==> src/rtl/mest_pro_pkg.sv <==
// mest_pro_pkg: shared types for the mest_pro result buffer
package mest_pro_pkg;
    localparam int RB_DATA_WIDTH = 8;
    typedef enum logic [1:0] {RB_IDLE, RB_RUN, RB_FLUSH, RB_DONE} rb_state_t;
    typedef struct packed {
        logic                     zero;
        logic                     carry;
        logic [RB_DATA_WIDTH-1:0] result;
    } rb_entry_t;
endpackage

==> src/rtl/mest_pro_sync_fifo.sv <==
// mest_pro_sync_fifo: first-word-fall-through FIFO with synchronous flush
module mest_pro_sync_fifo #(
    parameter int DEPTH = 16,
    parameter int WIDTH = 10
) (
    input  logic                   clk,
    input  logic                   rst_n,
    input  logic                   flush,
    input  logic                   push,
    input  logic                   pop,
    input  logic [WIDTH-1:0]       din,
    output logic [WIDTH-1:0]       dout,
    output logic                   full,
    output logic                   empty,
    output logic [$clog2(DEPTH):0] level
);
    localparam int AW = $clog2(DEPTH);
    logic [WIDTH-1:0] mem [DEPTH];
    logic [AW:0] wr_ptr, rd_ptr;
    logic do_push, do_pop;
    assign empty   = wr_ptr == rd_ptr;
    assign full    = (wr_ptr[AW-1:0] == rd_ptr[AW-1:0]) && (wr_ptr[AW] != rd_ptr[AW]);
    assign level   = wr_ptr - rd_ptr;
    assign do_pop  = pop & ~empty;
    assign do_push = push & (~full | do_pop);
    assign dout    = empty ? '0 : mem[rd_ptr[AW-1:0]];
    always_ff @(posedge clk or negedge rst_n) begin
        if (!rst_n) begin
            wr_ptr <= '0;
            rd_ptr <= '0;
        end else if (flush) begin
            wr_ptr <= '0;
            rd_ptr <= '0;
        end else begin
            if (do_push) wr_ptr <= wr_ptr + 1'b1;
            if (do_pop)  rd_ptr <= rd_ptr + 1'b1;
        end
    end
    always_ff @(posedge clk) begin
        if (do_push && !flush) mem[wr_ptr[AW-1:0]] <= din;
    end
endmodule

==> src/rtl/mest_pro_result_buffer.sv <==
// mest_pro_result_buffer: captures core results into a FWFT FIFO, drains them, keeps run statistics
module mest_pro_result_buffer
    import mest_pro_pkg::*;
#(
    parameter int DATA_WIDTH = RB_DATA_WIDTH,
    parameter int FIFO_DEPTH = 16,
    parameter int CNT_WIDTH  = 16
) (
    input  logic                          clk,
    input  logic                          i_reset_n,
    input  logic                          i_start,
    input  logic [DATA_WIDTH-1:0]         i_result,
    input  logic                          i_valid_result,
    input  logic                          i_carry,
    input  logic                          i_zero_flag,
    input  logic                          i_all_done,
    output logic [DATA_WIDTH-1:0]         o_data,
    output logic                          o_carry,
    output logic                          o_zero,
    output logic                          o_valid,
    input  logic                          i_ready,
    output logic [$clog2(FIFO_DEPTH):0]   o_level,
    output logic                          o_overflow,
    output logic [CNT_WIDTH-1:0]          o_result_cnt,
    output logic [CNT_WIDTH-1:0]          o_carry_cnt,
    output logic [CNT_WIDTH-1:0]          o_zero_cnt,
    output logic                          o_drained
);
    rb_state_t state;
    rb_entry_t wr_entry, head;
    logic full, empty, pop, push_req, accept, drop;
    assign wr_entry = '{zero: i_zero_flag, carry: i_carry, result: i_result};
    assign o_valid  = ~empty;
    assign o_data   = head.result;
    assign o_carry  = head.carry;
    assign o_zero   = head.zero;
    assign pop      = o_valid & i_ready;
    // RUN includes the cycle i_all_done arrives; a strobe alongside i_start belongs to the old run
    assign push_req = i_valid_result & (state == RB_RUN) & ~i_start;
    assign accept   = push_req & (~full | pop);
    assign drop     = push_req & full & ~pop;
    mest_pro_sync_fifo #(.DEPTH(FIFO_DEPTH), .WIDTH($bits(rb_entry_t))) u_fifo (
        .clk   (clk),
        .rst_n (i_reset_n),
        .flush (i_start),
        .push  (push_req),
        .pop   (pop),
        .din   (wr_entry),
        .dout  (head),
        .full  (full),
        .empty (empty),
        .level (o_level)
    );
    always_ff @(posedge clk or negedge i_reset_n) begin
        if (!i_reset_n) begin
            state        <= RB_IDLE;
            o_drained    <= 1'b0;
            o_overflow   <= 1'b0;
            o_result_cnt <= '0;
            o_carry_cnt  <= '0;
            o_zero_cnt   <= '0;
        end else if (i_start) begin
            state        <= RB_RUN;
            o_drained    <= 1'b0;
            o_overflow   <= 1'b0;
            o_result_cnt <= '0;
            o_carry_cnt  <= '0;
            o_zero_cnt   <= '0;
        end else begin
            if (state == RB_RUN && i_all_done) state <= RB_FLUSH;
            if (state == RB_FLUSH && o_level == '0) begin
                state     <= RB_DONE;
                o_drained <= 1'b1;
            end
            if (drop) o_overflow <= 1'b1;
            if (accept) begin
                o_result_cnt <= o_result_cnt + CNT_WIDTH'(~&o_result_cnt);
                o_carry_cnt  <= o_carry_cnt + CNT_WIDTH'(i_carry && ~&o_carry_cnt);
                o_zero_cnt   <= o_zero_cnt + CNT_WIDTH'(i_zero_flag && ~&o_zero_cnt);
            end
        end
    end
endmodule

==> config.mk <==
export PLATFORM = sky130hd
export DESIGN_NAME = mest_pro_result_buffer
export DESIGN_NICKNAME = d
export VERILOG_FILES = /design/src/rtl/mest_pro_pkg.sv /design/src/rtl/mest_pro_sync_fifo.sv /design/src/rtl/mest_pro_result_buffer.sv
export SDC_FILE = /design/constraint.sdc
export NUM_CORES = 1
export LEC_CHECK = 0
export ABC_AREA = 1
export CAP_MARGIN = 10
export CORE_MARGIN = 1.5
export CORE_UTILIZATION = 40
export CTS_CLUSTER_DIAMETER = 150
export CTS_CLUSTER_SIZE = 20
export DETAILED_ROUTE_END_ITERATION = 6
export GPL_TIMING_DRIVEN = 0
export PLACE_DENSITY_LB_ADDON = 0.12
export SYNTH_ARGS = -nofsm -noshare
export SYNTH_HDL_FRONTEND = slang
export SYNTH_SLANG_ARGS = --single-unit
==> constraint.sdc <==
create_clock -name clk -period 3.16 [get_ports clk]
set_input_delay 0.632 -clock clk [delete_from_list [all_inputs] [get_ports clk]]
set_output_delay 0.632 -clock clk [all_outputs]
set_load 0.1 [all_outputs]
# Yosys cells after proc, flatten, opt, wreduce, memory -nomap -nowiden
# Memory sizes are Yosys's and may differ from the RTL's.
# Index checks and enable logic that the tools add are counted.
dict set report word_totals {
  in_bits 16
  word_cells 74
  ram_bits 160
  n_memories 1
  reg_bits 62
  output_inout_bits 66
}
# name depth word_bits rd rd_ports_with_merged_regs wr line
set memory_table {}
lappend memory_table {u_fifo.mem 16 10 1 0 1 mest_pro_sync_fifo.sv:18} ;# logic [WIDTH-1:0] mem [DEPTH];
dict set report op_classes {
  n_eq_ne 5
  bitwise_logic 14
  n_reduce_logical 20
  n_mux 20
  addsub 6
}
# op count
set ops {}
lappend ops {{$mux W16} 6}
lappend ops {{$add A16 B1 Y16} 3}
lappend ops {{$reduce_and A16 Y1} 3}
lappend ops {{$mux W5} 4}
lappend ops {{$add A5 B1 Y5 const B} 2}
lappend ops {{$mux W10} 1}
lappend ops {{$reduce_bool A2 Y1} 5}
lappend ops {{$and A1 B1 Y1} 8}
lappend ops {{$logic_and A1 B1 Y1} 6}
lappend ops {{$mux W1} 6}
lappend ops {{$mux W2} 3}
lappend ops {{$eq A5 B5 Y1} 1}
lappend ops {{$logic_not A5 Y1} 1}
lappend ops {{$sub A5 B5 Y5} 1}
lappend ops {{$eq A4 B4 Y1} 1}
lappend ops {{$logic_not A1 Y1} 4}
lappend ops {{$not A1 Y1} 4}
lappend ops {{$reduce_bool A3 Y1} 1}
lappend ops {{$eq A2 B1 Y1 const B} 1}
lappend ops {{$eq A2 B2 Y1 const B} 1}
lappend ops {{$or A1 B1 Y1} 2}
lappend ops {{$ne A1 B1 Y1} 1}

# Depth between registers and ports, before layout
dict set report depth {
  ltp_word 9
  mapped_depth 14
  depth_no_buf 14
}

# Cells and area by module
# A second synthesis with hierarchy kept.
dict set report hier_totals {
  cells_unflattened 1262
  hier_area_um2 10929.2
}
# module n_inst area_per_inst_um2 cells_each
set modules_own_cells {}
lappend modules_own_cells {mest_pro_sync_fifo 1 7757.4 797}
lappend modules_own_cells {mest_pro_result_buffer 1 3171.8 465}

# Worst setup path after synthesis
# OpenSTA, ideal clock, no wires.
dict set report synth_timing {
  kind {register to output}
  start {register u_fifo.rd_ptr[1]}
  end {output port o_carry}
  required_ps 2528
  arrival_ps 3138
  n_path_buf 3
  path_stages_with_launch 11
  setup_slack_ps -610
  path_cell_list {dfrtp_1 buf_2 clkinv_1 clkbuf_1 ha_1 nand2_2 nor2_4 inv_1 nor2_1 buf_2 a21oi_1}
}
dict set report synth_between {
  elab_chain_cells 2
  word_cells_on_any_way 3
}
# item line
set synth_rtl {}
lappend synth_rtl {{from (decl)} mest_pro_sync_fifo.sv:19} ;# logic [AW:0] wr_ptr, rd_ptr;
lappend synth_rtl {{from (signal assigned)} mest_pro_sync_fifo.sv:36} ;# if (do_pop) rd_ptr <= rd_ptr + 1'b1;
lappend synth_rtl {{$mem_v2 Z16 W10 or $eq A5 B5 Y1 (tied branches)} --}
lappend synth_rtl {{$mux W10 (*)} mest_pro_sync_fifo.sv:26} ;# assign dout = empty ? '0 : mem[rd_ptr[AW-1:0]];
lappend synth_rtl {{to (decl)} mest_pro_result_buffer.sv:18} ;# output logic o_carry,
# Every way passes the cells marked *; elsewhere a longest branch is shown, timed or not.

# Final worst setup path
dict set report layout_timing {
  start {register u_fifo.rd_ptr[0]}
  end {output port o_zero}
}
dict set report layout_between {
  elab_chain_cells 2
  word_cells_on_any_way 3
}
# item line
set layout_rtl {}
lappend layout_rtl {{$mem_v2 Z16 W10 or $eq A5 B5 Y1 (tied branches)} --}
lappend layout_rtl {{$mux W10 (*)} mest_pro_sync_fifo.sv:26}
lappend layout_rtl {{to (decl)} mest_pro_result_buffer.sv:19} ;# output logic o_zero,
# Marks and branches as above.

==> impl_table.tex <==
\begin{tabular}{lr}
\hline
Metric & Value \\
\hline
\multicolumn{2}{l}{\textbf{Run status}} \\
\quad Outcome & finished clean \\
\multicolumn{2}{l}{\textbf{GRT}} \\
\quad Total Routing Usage GR & a little over a fifth \\
\quad Total gr overflow & 0 \\
\quad Via count of the first global-routing pass & 8,174 \\
\quad First-pass GRT wire length & around 47,000 um \\
\quad Maximum number of pins on one net before global-route repair & 63 \\
\quad Initial antenna violation count & 0 \\
\multicolumn{2}{l}{\textbf{Clocking}} \\
\quad Clock transition at the registers of the reported paths & about 0.090 ns \\
\quad H-tree depth reported by CTS & 1 \\
\quad Number of buffers added by the clock tree synthesis step & 15 \\
\quad CTS tree & built \\
\quad Clock latency at the later pin of the worst-skew pair & between 0.4 and 0.5 ns \\
\quad Clock tree root driver cell & clkbuf\_16 \\
\quad Total number of clock tree sinks & between 200 and 250 \\
\quad Max Root-Sink Buffers & 3 \\
\multicolumn{2}{l}{\textbf{STA}} \\
\quad Setup violators final & 0 \\
\quad Setup repair after global routing missed its margin & yes \\
\quad Max\_slew headroom & roughly 33\% \\
\quad Number of pins exceeding their max-slew limit in the final report & 0 \\
\quad Transition at the pin with the smallest max-transition slack & 1.00 ns \\
\quad Hold\_ws & 0.224 ns \\
\quad Shortest clock period the worst path allows after layout & 3.07 ns \\
\quad Setup skew after layout & roughly 0.022 ns \\
\quad Highest Clock Rate & between 300 and 400 MHz \\
\quad Number of failing hold endpoints at the final stage & 0 \\
\quad Ratio of final minimum period to clock period & between 90 and 100\% \\
\multicolumn{2}{l}{\textbf{Route}} \\
\quad Via count & approximately 8,700 \\
\quad Routed length per placed instance & between 15 and 20 um \\
\quad Sum of routed wire length over all layers & $\sim$30,000 um \\
\quad Residual DRC & 0 \\
\quad Remaining antenna violation count after routing & 0 \\
\quad 1st-iter DRT viols & 810 \\
\quad Ratio of routed vias to standard cells & between 4 and 5 \\
\quad First-pass iteration count of the detailed router & 5 \\
\multicolumn{2}{l}{\textbf{Floorplan}} \\
\quad Initial core utilization & between 40\% and 50\% \\
\quad Std-Cell Core Area & 27,600 um\^{}2 \\
\quad Total Die Area & slightly below 30,000 um\^{}2 \\
\quad Die Ht & between 150 and 200 um \\
\quad Number of placement rows & 61 \\
\quad Chip Width & $\sim$170 um \\
\quad I/O pin count & between 80 and 90 \\
\multicolumn{2}{l}{\textbf{Synth}} \\
\quad Number of unique standard cell types used by synthesis & 39 \\
\quad Fraction of the mapped netlist area in compound gates & 3.26\% \\
\quad Number of standard cells after synthesis & 1,289 \\
\quad Sequential area share after synthesis & a little under three fifths \\
\quad Average size of a mapped cell & between 8 and 9 um\^{}2 \\
\quad Post-synthesis xor/xnor area fraction & 0.861\% \\
\quad Count of synthesis-stage warnings from yosys & 0 \\
\quad Simple-gate share of the synthesized area & around 28\% \\
\quad Yosys reg bits & $\sim$220 \\
\quad Share of synthesized area spent on multiplexers & 0\% \\
\quad Largest family of logic cells by synthesized area & simple AND/OR/NAND/NOR gates \\
\quad Adder and majority cell fraction of the synthesized area & between 1.5 and 2\% \\
\quad Synth Net Count & around 1,300 \\
\quad Syn Std Cell Area & 11,200 um\^{}2 \\
\multicolumn{2}{l}{\textbf{Finish}} \\
\quad Area taken by multi-input logic gates & 3910 um\^{}2 \\
\quad Number of filler cells placed in the layout & 2,722 \\
\quad Area of all sequential standard cells & approximately 6400 um\^{}2 \\
\quad Area Overhead vs Synth & 17.2\% \\
\quad Final-stage net count & 1,422 \\
\quad Share of cells above drive strength 1 & 10.5\% \\
\quad ANT cells & 0 \\
\quad Final core utilization & between 40\% and 50\% \\
\multicolumn{2}{l}{\textbf{Hold path}} \\
\quad Worst min-delay path class & input pin to async pin \\
\multicolumn{2}{l}{\textbf{Worst setup path}} \\
\quad Crit start category & register \\
\quad Max FO, Critical Path & 10 \\
\quad Logic depth of the worst register-to-register path & 12 \\
\quad Nature of the critical path endpoint & output pin \\
\quad Required time reported for the critical path endpoint & roughly 2.5 ns \\
\quad Critical path start-end classification & register to output pin \\
\quad Endpoint of the lowest-slack register-to-register path & u\_fifo.mem[3][4]\$\_DFFE\_PP\_ \\
\quad Most repeated library cell on the critical path & nand2\_1 \\
\quad Arrival time of the worst setup path & roughly 2.4 ns \\
\quad FF-to-FF Start & u\_fifo.rd\_ptr[3]\$\_DFFE\_PN0P\_ \\
\quad Highest-delay cell along the critical path & dfrtp\_1 \\
\quad Critical Path Max Stage Delay & roughly 0.4 ns \\
\quad Worst reg2reg setup slack & between 0.1 and 0.15 ns \\
\quad CP cell instances & buf\_4, inv\_2, buf\_2, nand2\_1, nand2\_1, nand2\_1, nand3\_1, nand3\_1, a21oi\_2, buf\_6 \\
\multicolumn{2}{l}{\textbf{Placement}} \\
\quad HPWL after DPL & between 20,000 and 25,000 um \\
\quad Routability congestion estimate from global placement & a little under 0.9 \\
\quad Number of buffer cells added on primary ports & 80 \\
\multicolumn{2}{l}{\textbf{Power and ir drop}} \\
\quad Power after layout & 7.13 mW \\
\quad Maximum vdd ir drop & $\sim$0.0004 V \\
\quad Leakage power total & 5.75 nW \\
\quad Ratio of total power to cell area & 544 nW/um\^{}2 \\
\multicolumn{2}{l}{\textbf{Run}} \\
\quad Max capacitance violation total & 0 \\
\hline
\end{tabular}
-- timing repair --
| action | in CTS | in global routing |
|---|---|---|
| cloned | 1 | 0 |
| setup endpoints to repair | 176 | 103 |
| buffers inserted | 3 | 1 |
| pin swaps | 0 | 1 |
| hold buffers | 0 | 0 |
| resized for setup | 133 | 27 |
-- worst max-delay path by stage --
stage | slack [ns] | depth (start not counted) | startpoint | to
after global placement | -1.04 | 11 | u_fifo.rd_ptr[1]$_DFFE_PN0P_ | o_zero
after global routing | -0.09 | 12 | u_fifo.rd_ptr[3]$_DFFE_PN0P_ | u_fifo.mem[15][5]$_DFFE_PP_
after detailed placement | -1.03 | 11 | u_fifo.rd_ptr[1]$_DFFE_PN0P_ | o_zero
after floorplan | -0.61 | 10 | u_fifo.rd_ptr[1]$_DFFE_PN0P_ | o_carry
after CTS | 0.003 | 9 | u_fifo.rd_ptr[1]$_DFFE_PN0P_ | o_valid
final | 0.09 | 10 | u_fifo.rd_ptr[0]$_DFFE_PN0P_ | o_zero
-- state kept, by name, indices dropped and copies added (netlist names) --
signal / flops
o_zero_cnt: 16
state: 2
o_result_cnt: 16
o_drained: 1
o_carry_cnt: 16
o_overflow: 1
u_fifo.wr_ptr: 5
u_fifo.rd_ptr: 5
u_fifo.mem: 160
-- metal layers --
layer,up-vias,wire length [um],GRT usage [%]
met5,-,0,0
met4,0,622,5.27
met3,47,1790,2.95
met2,254,14100,35.4
met1,4084,13900,29.7
li1,4303,-,-
-- cells in the mapped netlist (all sizes together) --
| master | instances | area, um^2 |
|---|---|---|
| a21boi | 1 | 7.51 |
| a21oi | 19 | 95.1 |
| a41oi | 1 | 8.76 |
| and3 | 1 | 6.26 |
| buf | 33 | 216 |
| clkbuf | 13 | 48.8 |
| clkinv | 1 | 3.75 |
| dfrtp | 62 | 1550 |
| edfxtp | 160 | 4800 |
| fa | 1 | 20.0 |
| ha | 15 | 188 |
| inv | 199 | 759 |
| nand2 | 478 | 1850 |
| nand3 | 135 | 688 |
| nand4 | 31 | 209 |
| nor2 | 81 | 332 |
| nor3 | 8 | 40.0 |
| nor4 | 1 | 6.26 |
| o21ai | 34 | 234 |
| o21bai | 1 | 7.51 |
| o22ai | 1 | 12.5 |
| or2 | 2 | 12.5 |
| xnor2 | 1 | 8.76 |
| xor2 | 10 | 87.6 |
-- where the power goes --
| group | switching [mW] | total (mW) | internal (mW) |
|---|---|---|---|
| sequential | 0.0241 | 3.18 | 3.16 |
| combinational | 1.49 | 2.01 | 0.528 |
| clock | 1.02 | 1.94 | 0.914 |
| total | 2.53 | 7.13 | 4.60 |
-- critical path, delay by kind of cell (launching register included) --
kind,cells,cell delay [ns]
AND/OR/NAND/NOR,5,0.43
flip-flops,1,0.41
AO/OA/AOI/OAI,1,0.21
buffers and inverters,4,0.89
-- placed cells by master (no fill, tap or decap), types with 3 or more instances in the layout --
cell,count
o21ai_0,15
nor2_4,4
clkdlybuf4s50_1,63
nand3_1,134
dfrtp_1,61
buf_6,16
a21oi_1,10
clkbuf_1,12
buf_8,3
clkbuf_16,15
a21oi_2,9
edfxtp_1,160
o21ai_2,17
nand2_2,11
inv_1,192
buf_2,17
nand2_1,465
buf_1,4
inv_2,6
ha_1,13
xor2_1,9
nand4_1,30
nor3_1,8
nor2_1,65
nor2_2,12
clkbuf_2,7
buf_4,8
-- layout make-up --
class                   instances  area share (%)
clock buffers                  23            3.09
plain buffers                  45            2.39
clock inverters                 2           0.219
flip-flops and latches        222            48.5
multi-input cells             821            29.8
well taps                     378            3.61
inverters                     200            5.88
repair buffers                 85            6.57
-- cell families (layout without fill, tap and decap cells) --
group | Yosys count | count (layout)
AND/OR/NAND/NOR | 737 | 737
AO/OA/AOI/OAI | 57 | 57
flip-flops | 222 | 222
XOR/XNOR | 11 | 11
adder cells (fa/ha/maj) | 16 | 16
buffers and inverters | 246 | 355
-- metrics by stage --
step	std cells	setup WS, ns	setup TNS (ns)	cell area (um^2)
2_1_floorplan	1289	-0.610	-6.10	11200
3_3_place_gp	1747	-1.04	-144.27	12500
3_5_place_dp	1747	-1.03	-87.39	12500
4_1_cts	1776	0.00276	0	13100
5_1_grt	1776	-0.0916	-1.76	13100
6_report	1776	0.0944	0	13100
Note: power is estimated with default switching activity, not from simulation.
